[src/rtl/mux_round_robin_arbiter.sv]
// Round-robin arbiter that owns the select of a shared 4:1 mux channel.
// Each grant is capped at MAXHOLD cycles so that no requester can starve the others.
module mux_round_robin_arbiter #(
    parameter int MAXHOLD = 4
) (
    input  logic clk,
    input  logic reset,
    input  logic req0,
    input  logic req1,
    input  logic req2,
    input  logic req3,
    input  logic in0,
    input  logic in1,
    input  logic in2,
    input  logic in3,
    output logic grant0,
    output logic grant1,
    output logic grant2,
    output logic grant3,
    output logic addr0,
    output logic addr1,
    output logic valid,
    output logic out
);

    typedef enum logic [0:0] {
        IDLE = 1'b0,
        BUSY = 1'b1
    } state_t;

    localparam logic [3:0] HOLD_MAX = 4'(MAXHOLD);

    state_t     state_r, state_nxt_s;
    logic [1:0] ptr_r, ptr_nxt_s;
    logic [1:0] gidx_r, gidx_nxt_s;
    logic [1:0] addr_r, addr_nxt_s;
    logic [3:0] hcnt_r, hcnt_nxt_s;
    logic [3:0] grant_r, grant_nxt_s;
    logic       valid_r, valid_nxt_s;

    logic [3:0] req_s;
    logic [3:0] in_s;
    logic [1:0] ptr_rel_s;
    logic       release_s;
    logic [2:0] pick_idle_s;
    logic [2:0] pick_rel_s;

    // Returns {found, index}: first asserted request scanning base, base+1, ... mod 4.
    function automatic logic [2:0] rr_pick(input logic [1:0] base, input logic [3:0] req);
        logic [2:0] res;
        logic [1:0] idx;
        res = 3'b000;
        for (int k = 3; k >= 0; k--) begin
            idx = base + 2'(k);
            if (req[idx]) begin
                res = {1'b1, idx};
            end
        end
        return res;
    endfunction

    assign req_s       = {req3, req2, req1, req0};
    assign in_s        = {in3, in2, in1, in0};
    assign ptr_rel_s   = gidx_r + 2'd1;
    assign release_s   = (!req_s[gidx_r]) || (hcnt_r == HOLD_MAX);
    assign pick_idle_s = rr_pick(ptr_r, req_s);
    // Re-arbitration uses the pointer already advanced past the owner, so no idle cycle is needed.
    assign pick_rel_s  = rr_pick(ptr_rel_s, req_s);

    // Next-state and next-output computation for the arbiter FSM.
    always_comb begin
        state_nxt_s = state_r;
        ptr_nxt_s   = ptr_r;
        gidx_nxt_s  = gidx_r;
        addr_nxt_s  = addr_r;
        hcnt_nxt_s  = hcnt_r;
        grant_nxt_s = grant_r;
        valid_nxt_s = valid_r;
        case (state_r)
            IDLE: begin
                if (pick_idle_s[2]) begin
                    state_nxt_s = BUSY;
                    gidx_nxt_s  = pick_idle_s[1:0];
                    addr_nxt_s  = pick_idle_s[1:0];
                    grant_nxt_s = 4'b0001 << pick_idle_s[1:0];
                    valid_nxt_s = 1'b1;
                    hcnt_nxt_s  = 4'd1;
                end else begin
                    grant_nxt_s = 4'b0000;
                    addr_nxt_s  = 2'b00;
                    valid_nxt_s = 1'b0;
                end
            end
            BUSY: begin
                if (release_s) begin
                    ptr_nxt_s = ptr_rel_s;
                    if (pick_rel_s[2]) begin
                        gidx_nxt_s  = pick_rel_s[1:0];
                        addr_nxt_s  = pick_rel_s[1:0];
                        grant_nxt_s = 4'b0001 << pick_rel_s[1:0];
                        valid_nxt_s = 1'b1;
                        hcnt_nxt_s  = 4'd1;
                    end else begin
                        state_nxt_s = IDLE;
                        addr_nxt_s  = 2'b00;
                        grant_nxt_s = 4'b0000;
                        valid_nxt_s = 1'b0;
                        hcnt_nxt_s  = 4'd0;
                    end
                end else begin
                    hcnt_nxt_s = hcnt_r + 4'd1;
                end
            end
            default: begin
                state_nxt_s = IDLE;
                ptr_nxt_s   = 2'b00;
                gidx_nxt_s  = 2'b00;
                addr_nxt_s  = 2'b00;
                hcnt_nxt_s  = 4'd0;
                grant_nxt_s = 4'b0000;
                valid_nxt_s = 1'b0;
            end
        endcase
    end

    // State and registered-output update; reset dominates every other input.
    always_ff @(posedge clk) begin
        if (reset) begin
            state_r <= IDLE;
            ptr_r   <= 2'b00;
            gidx_r  <= 2'b00;
            addr_r  <= 2'b00;
            hcnt_r  <= 4'd0;
            grant_r <= 4'b0000;
            valid_r <= 1'b0;
        end else begin
            state_r <= state_nxt_s;
            ptr_r   <= ptr_nxt_s;
            gidx_r  <= gidx_nxt_s;
            addr_r  <= addr_nxt_s;
            hcnt_r  <= hcnt_nxt_s;
            grant_r <= grant_nxt_s;
            valid_r <= valid_nxt_s;
        end
    end

    assign {grant3, grant2, grant1, grant0} = grant_r;
    assign {addr1, addr0}                   = addr_r;
    assign valid                            = valid_r;
    assign out                              = valid_r ? in_s[addr_r] : 1'b0;

endmodule

[config.mk]
export PLATFORM = sky130hd
export DESIGN_NAME = mux_round_robin_arbiter
export DESIGN_NICKNAME = d
export VERILOG_FILES = /design/src/rtl/mux_round_robin_arbiter.sv
export SDC_FILE = /design/constraint.sdc
export NUM_CORES = 1
export LEC_CHECK = 0
export ABC_AREA = 1
export CAP_MARGIN = 15
export CORE_MARGIN = 4
export CORE_UTILIZATION = 45
export CTS_CLUSTER_DIAMETER = 30
export DETAILED_ROUTE_END_ITERATION = 12
export GPL_TIMING_DRIVEN = 0
export HOLD_SLACK_MARGIN = 0.06
export PLACE_DENSITY = 0.74
export SLEW_MARGIN = 30
export SYNTH_ARGS = -nofsm -noshare
export SYNTH_HDL_FRONTEND = slang
export SYNTH_SLANG_ARGS = --single-unit
[constraint.sdc]
create_clock -name clk -period 1.65 [get_ports clk]
set_clock_uncertainty 0.05 [all_clocks]
set_input_delay 0.495 -clock clk [delete_from_list [all_inputs] [get_ports clk]]
set_output_delay 0.495 -clock clk [all_outputs]
set_load 0.02 [all_outputs]
==> results.md, run 1 <==
- Share of layout cells above drive strength 1: 0.445
- # diodes: 0
- Final Cell Area: 0.00189 mm²
- Top cell type's share of synthesized area: 0.254
- Comb pwr share: 0.734
- Die Y: 60.9 µm
- Drt via density: 5.40
- Die footprint: 0.00371 mm²
- Global-route met2 utilization: 0.282
- Clock root buffer master: clkbuf_4
- CTS tree: built
- Gr ovfl total: 0
- Die width: 60.9 µm
- Max-slew violations: 0
- Final worst-path cycle share: 1.04
- Final WL: 3730 µm
- Worst setup SP type: input port
- Int Power: 1740 µW
- IO Pins: 18
- Pre-antenna DRT Iters: 5
- Lkg Pwr: 0.000974 µW
- Slew margin rel.: 0.663
- Syn Area/Cell: 5.92 µm²
- Share of power burned in registers: 0.191
- Post-synth top area cell: dfxtp_1
- Via count: 1495
- Final number of setup-violating endpoints: 3
- Warnings, synthesis: 0
- Synth Register Bits: 16
- Vias in the first global route: 1166
- Failing checks: negative setup slack
- Worst IR Drop VDD: 1.21 mV
- Drt drc: 0
- Final Core Density: 0.734
- Syn nets: 225
- Fmax achieved: 580 MHz
- Num Clock Sinks: 16
- # nets final: 260
- Max_cap viols: 0
- Most used routing layer: met2
- DP Wirelength: 2170 µm
- Antenna Nets Post-Route: 0
- Synth cell types: 28
- Critical path class: in2out
- I/O Buffers: 16
- Switch Pwr: 1820 µW
- RSZ-0062 raised after global routing: yes
- Routed len/inst: 13.5 µm
- Global-route wire length before repair: 4900 µm
- Num CTS Buffers: 3
- Global Route Usage Sum: 0.170
- Worst-Skew Late Latency: 290 ps
- Grt met3 use: 0.0383
- Fillers: 198
- PD cells: 1890 mW/mm²
- Layout area overhead: 49.5%
- WP data required: 1100 ps
- Worst stage delay on the critical path: 230 ps
- Cell Rows: 18
- Initial Utilization: 0.491
- Minimum clock period: 1720 ps
- Setup crit end kind: output port
- Status: finished with violations
- Async set-reset flop share out of synthesis: 0
- Mapped cell area: 0.00126 mm²
- Crit-path slowest cell: dlygate4sd2_1
- Cells after synthesis: 213
- Largest cells by area after synthesis: dfxtp_1, nand2_1, nand3_1
- Setup WS post-layout: -73.1 ps
- EDFF count, synth: 0
- Crit-path max FO: 1
- Switching share of power: 0.511
- Leading cell types in the layout, fill and taps excluded: nand2_1, nand2_2, inv_1, a21oi_1, nand3_2
- Ys flop type: dfxtp_1
- CP Cell Sequence: dlygate4sd2_1 -> o21a_1 -> o21ai_2 -> a21boi_1 -> buf_4
- Initial antenna violation count: 0
- Leading cell type in the layout, fill and taps excluded: nand2_1
- TNS Setup: -121 ps
- H-tree levels: 1
- Slew @ Worst Pin: 506 ps
- Reg clk slew, reported paths: 90 ps
- 1st-iter DRT viols: 66
- Final Wtd Congestion: 0.834
- Hold Crit Class: reg2reg
- Final Hold Vio Count: 0
- Critical path arrival: 1180 ps
- Max Root-Sink Buffers: 2
- Largest net degree at the start of global routing: 11
- Dpl cell area: 0.00146 mm²
- Clock power frac: 0.075
- Met1 usage: 0.234
- Register area share after synthesis: 0.254
- Core footprint: 0.00257 mm²
-- cells by family (layout without fill, tap and decap cells) --
logic type      after synthesis  after routing  synth area share
flops                        16             16             0.254
compound gates               33             33             0.143
xor+xnor                      1              1           0.00695
simple gates                126            126             0.453
fa+ha+maj                     2              2            0.0198
buf+inv                      35             69             0.123
-- power by group through the flow --
stage / registers, µW / logic, µW / clock network, µW
final: 678 / 2610 / 267
after global routing: 700 / 2840 / 280
after CTS: 616 / 1760 / 267
after detailed placement: 629 / 1760 / 0
after global placement: 626 / 1750 / 0
after floorplan: 709 / 1240 / 0
-- critical path: cells and delay by family --
| family | cells | cell delay [ps] |
|---|---|---|
| AO/OA/AOI/OAI | 3 | 300 |
| buffers and inverters | 2 | 380 |
-- final timing paths --
| path | startpoint | to | slack, ps | cells past startpoint |
|---|---|---|---|---|
| setup reg to reg | gidx_r[0] | grant_r[1] | -50 | 14 |
| setup / recovery | in2 | out | -70 | 5 |
| hold / removal | hcnt_r[3] | hcnt_r[3] | 410 | 2 |
| hold reg to reg | hcnt_r[3] | hcnt_r[3] | 410 | 2 |
-- registers in the layout, summed over array words and instances (netlist names) --
| register | cells |
|---|---|
| addr_r | 2 |
| gidx_r | 2 |
| grant_r | 4 |
| hcnt_r | 4 |
| ptr_r | 2 |
| state_r | 1 |
| valid | 1 |
-- synthesized netlist by cell type, drive strengths merged, types with 2 or more instances --
library cell,count
inv,30
nor2,15
ha,2
buf,4
nand2,85
nand3,22
and2,2
a21oi,17
o21a,2
dfxtp,16
o21ai,11
nand4,2
-- final cells by class --
| class | count | area, µm² | area share |
|---|---|---|---|
| Buffer | 4 | 45.0 | 0.0239 |
| Timing Repair Buffer | 30 | 282 | 0.149 |
| Timing Repair inverter | 1 | 11.3 | 0.00597 |
| Sequential cell | 16 | 330 | 0.175 |
| Tap cell | 30 | 37.5 | 0.0199 |
| Multi-Input combinational cell | 162 | 1010 | 0.536 |
| Clock buffer | 4 | 36.3 | 0.0192 |
| Inverter | 30 | 133 | 0.0703 |
-- metal layers --
metal / wire [µm] / share of wire / vias to the layer above
li1: - / - / 744
met5: 0 / 0 / -
met3: 187 / 0.050 / 10
met4: 65 / 0.017 / 0
met1: 1600 / 0.43 / 694
met2: 1870 / 0.50 / 47
-- through the flow --
stage | total power (µW) | std cells | worst slack [ps] | hold WS, ps
final | 3550 | 277 | -73.1 | 414
after global routing | 3820 | 277 | -140 | 452
after CTS | 2650 | 264 | -197 | 416
after detailed placement | 2390 | 259 | -798 | 402
after global placement | 2380 | 259 | -803 | 399
after floorplan | 1950 | 213 | 45.6 | 389
-- timing repair --
action                                  in CTS  in global routing
gates resized for setup                     30                 95
pin swaps                                    4                 31
cloned                                       0                  3
endpoints found under the setup margin      23                 14
buffers inserted                             1                 11
hold buffers                                 0                  0
Power figures use the tool's default switching activity.
==> inputs of run 2 (changes only) <==
Settings changed: CORE_UTILIZATION 45 to 25, PLACE_DENSITY 0.74 to 0.49.
==> results.md, run 2 (synthesized netlist as in run 1, its figures left out) <==
- Crit-path slowest cell: clkdlybuf4s15_1
- Drt drc: 0
- Num CTS Buffers: 3
- Pre-antenna DRT Iters: 4
- 1st-iter DRT viols: 43
- Post-Layout Cell Count: 314
- Die Y: 79.0 µm
- CTS tree: built
- Via count: 1381
- IO Pins: 18
- CP Cell Sequence: clkdlybuf4s15_1 -> o21a_1 -> o21ai_1 -> a21boi_1 -> buf_4
- Regs by FF count: grant_r x4, hcnt_r x4
- Vias in the first global route: 1204
- Die width: 79.0 µm
- # diodes: 0
- Final Core Density: 0.397
- H-tree levels: 1
- Initial antenna violation count: 0
- Critical path arrival: 1110 ps
- Area occupied by multi-input gates: 0.00104 mm²
- Initial Utilization: 0.262
- Status: finished with violations
- Clock root buffer master: clkbuf_8
- Final Hold Vio Count: 0
- Global-route wire length before repair: 5430 µm
- WP data required: 1100 ps
- Reg clk slew, reported paths: 60 ps
- Hold slack: 411 ps
- Final worst-path cycle share: 1.00
- Gr ovfl total: 0
- Drt via density: 4.40
- Lkg Pwr: 0.000967 µW
- Max Root-Sink Buffers: 2
- Final number of setup-violating endpoints: 1
- Worst-Skew Late Latency: 250 ps
- Worst stage delay on the critical path: 160 ps
- Hold Crit Class: reg2reg
- Slew @ Worst Pin: 433 ps
- Num Clock Sinks: 16
- Slew margin rel.: 0.711
- Max-slew violations: 0
- Core footprint: 0.00482 mm²
- Largest net degree at the start of global routing: 11
- Worst IR Drop VDD: 0.652 mV
- FF/Latch Area: 337 µm²
- Placed cell count: 296
- Critical path class: in2out
- Final WL: 3460 µm
- PD cells: 1800 mW/mm²
- Routed len/inst: 11.0 µm
- Layout area overhead: 51.8%
- I/O Buffers: 16
- Minimum clock period: 1650 ps
- Fmax achieved: 606 MHz
- # nets final: 261
- Crit-path max FO: 1
- Final Wtd Congestion: 0.759
- Leading cell types in the layout, fill and taps excluded: nand2_1, nand2_2, inv_1, a21oi_1
- Antenna Nets Post-Route: 0
- CP top delay family: buffers and inverters
- DP Wirelength: 2400 µm
- Leading cell type in the layout, fill and taps excluded: nand2_1
- Fillers: 529
- Die footprint: 0.00624 mm²
- Global Route Usage Sum: 0.108
- Setup crit end kind: output port
- RSZ-0062 raised after global routing: yes
- Max_cap viols: 0
- Buf/Inv on CP: 2
- Failing checks: negative setup slack
- Setup WS post-layout: -0.179 ps
- Cell Rows: 25
- Share of layout cells above drive strength 1: 0.466
- Worst setup SP type: input port
- Hold_buf cts: 0
run 2: area by class of cell:
cell class,instances,share of cell area
multi-input combinational,162,0.541
timing repair buffer,32,0.130
buffer,4,0.0196
tap,67,0.0438
inverter,30,0.0680
clock buffer,3,0.0216
sequential,16,0.176
run 2: metal layers:
| metal | vias to the layer above | part of all wire | track usage |
|---|---|---|---|
| li1 | 745 | - | - |
| met1 | 614 | 0.48 | 0.150 |
| met2 | 20 | 0.47 | 0.169 |
| met3 | 2 | 0.045 | 0.0295 |
| met4 | 0 | 0.0023 | 0.0155 |
| met5 | - | 0 | 0 |
run 2: final timing paths:
path | startpoint | slack, ps | cells past startpoint | to
worst max-delay path | in2 | -0.2 | 5 | out
worst min-delay path | hcnt_r[3] | 410 | 2 | hcnt_r[3]
worst max register to register | gidx_r[0] | 60 | 14 | grant_r[1]
worst min register to register | hcnt_r[3] | 410 | 2 | hcnt_r[3]
run 2: repair_timing:
item / 4_1_cts / 5_1_grt
setup endpoints to repair: 24 / 13
gates resized for setup: 40 / 92
pin swaps: 5 / 35
setup buffers: 1 / 12
cloned: 0 / 3
run 2: report_power, final:
part	switching (µW)	total [µW]	leakage [µW]	internal (µW)
registers	146	690	0.000135	544
clock network	133	295	0.0000216	162
logic	1440	2470	0.000811	1020
total	1720	3450	0.000967	1730
run 2: worst register-to-register path, stage by stage, from the launching register on:
cell and delay (ps):
dfxtp_2 340, buf_6 130, inv_8 50, nand2_4 50, and2_4 160, nand2_4 50
nand2_4 60, nand2_4 70, nor2_8 130, inv_4 50, buf_6 120, o21ai_2 100
inv_1 40, nand2_1 50, inv_1 30
run 2: per-stage QoR:
stage | setup slack, ps | TNS, ps | cell area (µm²) | total power (µW)
2_1_floorplan | 45.6 | 0 | 1260 | 1950
3_5_place_dp | -791 | -9840 | 1510 | 2430
6_report | -0.179 | -0.179 | 1910 | 3450
5_1_grt | -61.9 | -222 | 1910 | 3770
4_1_cts | -199 | -199 | 1580 | 2770
3_3_place_gp | -807 | -9670 | 1510 | 2430
==> inputs of run 3 (changes only) <==
--- a/constraint.sdc
+++ b/constraint.sdc
@@ -3,3 +3,3 @@
 set_input_delay 0.495 -clock clk [delete_from_list [all_inputs] [get_ports clk]]
 set_output_delay 0.495 -clock clk [all_outputs]
-set_load 0.02 [all_outputs]
+set_load 0.01 [all_outputs]
==> results.md, run 3 (synthesized netlist as in run 1, its figures left out) <==
- Final Core Density: 0.370
- Num Clock Sinks: 16
- Worst-Skew Late Latency: 260 ps
- Max_cap viols: 0
- Gr ovfl total: 0
- Hold Crit Class: reg2reg
- Vias in the first global route: 1200
- Final Wtd Congestion: 0.818
- Worst IR Drop VDD: 0.667 mV
- Lkg Pwr: 0.000908 µW
- Final Hold Vio Count: 0
- Final WL: 3450 µm
- Slew @ Worst Pin: 484 ps
- TNS Setup: 0 ps
- H-tree levels: 1
- Slew margin rel.: 0.678
- Drt via density: 4.48
- Die width: 79.0 µm
- DP Worst Slack: -773 ps
- Final worst-path cycle share: 0.979
- Num CTS Buffers: 3
- Fillers: 567
- Routed len/inst: 11.1 µm
- Leading cell type in the layout, fill and taps excluded: nand2_1
- Global-route wire length before repair: 5370 µm
- DP Wirelength: 2420 µm
- Minimum clock period: 1620 ps
- RSZ-0062 raised after global routing: yes
- Setup WS post-layout: 34.1 ps
- I/O Buffers: 16
- Reg clk slew, reported paths: 70 ps
- Via count: 1390
- Die footprint: 0.00624 mm²
- Antenna Nets Post-Route: 0
- # diodes: 0
- Layout area overhead: 41.3%
- Drt drc: 0
- Clock root buffer master: clkbuf_8
- Max-slew violations: 0
- Hold slack: 416 ps
- Cell Rows: 25
- Critical path class: reg2out
- PD cells: 1770 mW/mm²
- Pre-antenna DRT Iters: 4
- Final Cell Area: 0.00178 mm²
- Initial Utilization: 0.262
- Setup crit end kind: output port
- Die Y: 79.0 µm
- Critical path arrival: 1070 ps
- Status: finished clean
- Max Root-Sink Buffers: 2
- Initial antenna violation count: 0
- 1st-iter DRT viols: 72
- WP data required: 1100 ps
- Global Route Usage Sum: 0.108
- IO Pins: 18
- Regs by FF count: grant_r x4, hcnt_r x4
- Dpl cell area: 0.00151 mm²
- Leading cell types in the layout, fill and taps excluded: nand2_1, nand2_2, inv_1, a21oi_1, nand3_1
- Share of layout cells above drive strength 1: 0.391
- Final number of setup-violating endpoints: 0
- Worst setup SP type: flop
- Core footprint: 0.00482 mm²
- Largest net degree at the start of global routing: 11
- # nets final: 256
- Hold_buf cts: 0
- Fmax achieved: 619 MHz
- Crit-path max FO: 5
- CTS tree: built
==> run 3: cell types whose count changed in the layout (fill, tap and decap cells not counted), sizes merged <==
cell and change:
clkinvlp +1, dlymetal6s2s -2, clkbuf +3, clkdlybuf4s15 -1, buf -6, inv -1, dlygate4sd2 +2
==> run 3: power breakdown <==
group,leakage [µW],total [µW],internal (µW),switching [µW]
registers,0.000135,686,545,141
logic,0.000744,2120,850,1270
clock network,0.0000288,358,212,145
==> run 3: stage by stage <==
step	total power [µW]	instances
floorplan	1880	213
global placement	2360	296
detailed placement	2350	296
CTS	2770	300
global route	3460	310
finish	3160	310
==> run 3: per-layer routing <==
metal	share of wire	track usage
met5	0	0
met1	0.49	0.147
met3	0.041	0.0272
met4	0.011	0.0361
met2	0.46	0.165
==> run 3: final cells by class <==
| class | count | area [µm²] | area share |
|---|---|---|---|
| timing repair buffer | 27 | 189 | 0.106 |
| sequential | 16 | 337 | 0.189 |
| multi-input combinational | 162 | 948 | 0.532 |
| inverter | 30 | 131 | 0.0737 |
| clock buffer | 4 | 55.1 | 0.0309 |
| tap | 67 | 83.8 | 0.0471 |
| buffer | 4 | 37.5 | 0.0211 |
==> run 3: path summary, 6_finish.rpt <==
| path | start | to | slack (ps) | depth (start not counted) |
|---|---|---|---|---|
| setup reg to reg | gidx_r[0] | grant_r[1] | 60 | 14 |
| hold reg to reg | hcnt_r[3] | hcnt_r[3] | 420 | 2 |
| setup / recovery | addr_r[0] | out | 30 | 5 |
| hold / removal | hcnt_r[3] | hcnt_r[3] | 420 | 2 |
==> run 3: critical path, cell delays in order, from the launching register on <==
cell and delay (ps):
dfxtp_4 370, nor2_1 40, nor2_1 70, o21ai_1 70
a21boi_1 130, buf_2 140
==> run 3: what timing repair did <==
action,CTS,global route
cloned,0,3
pin swaps,7,23
buffers inserted,1,7
setup endpoints to repair,23,13
resized for setup,43,61
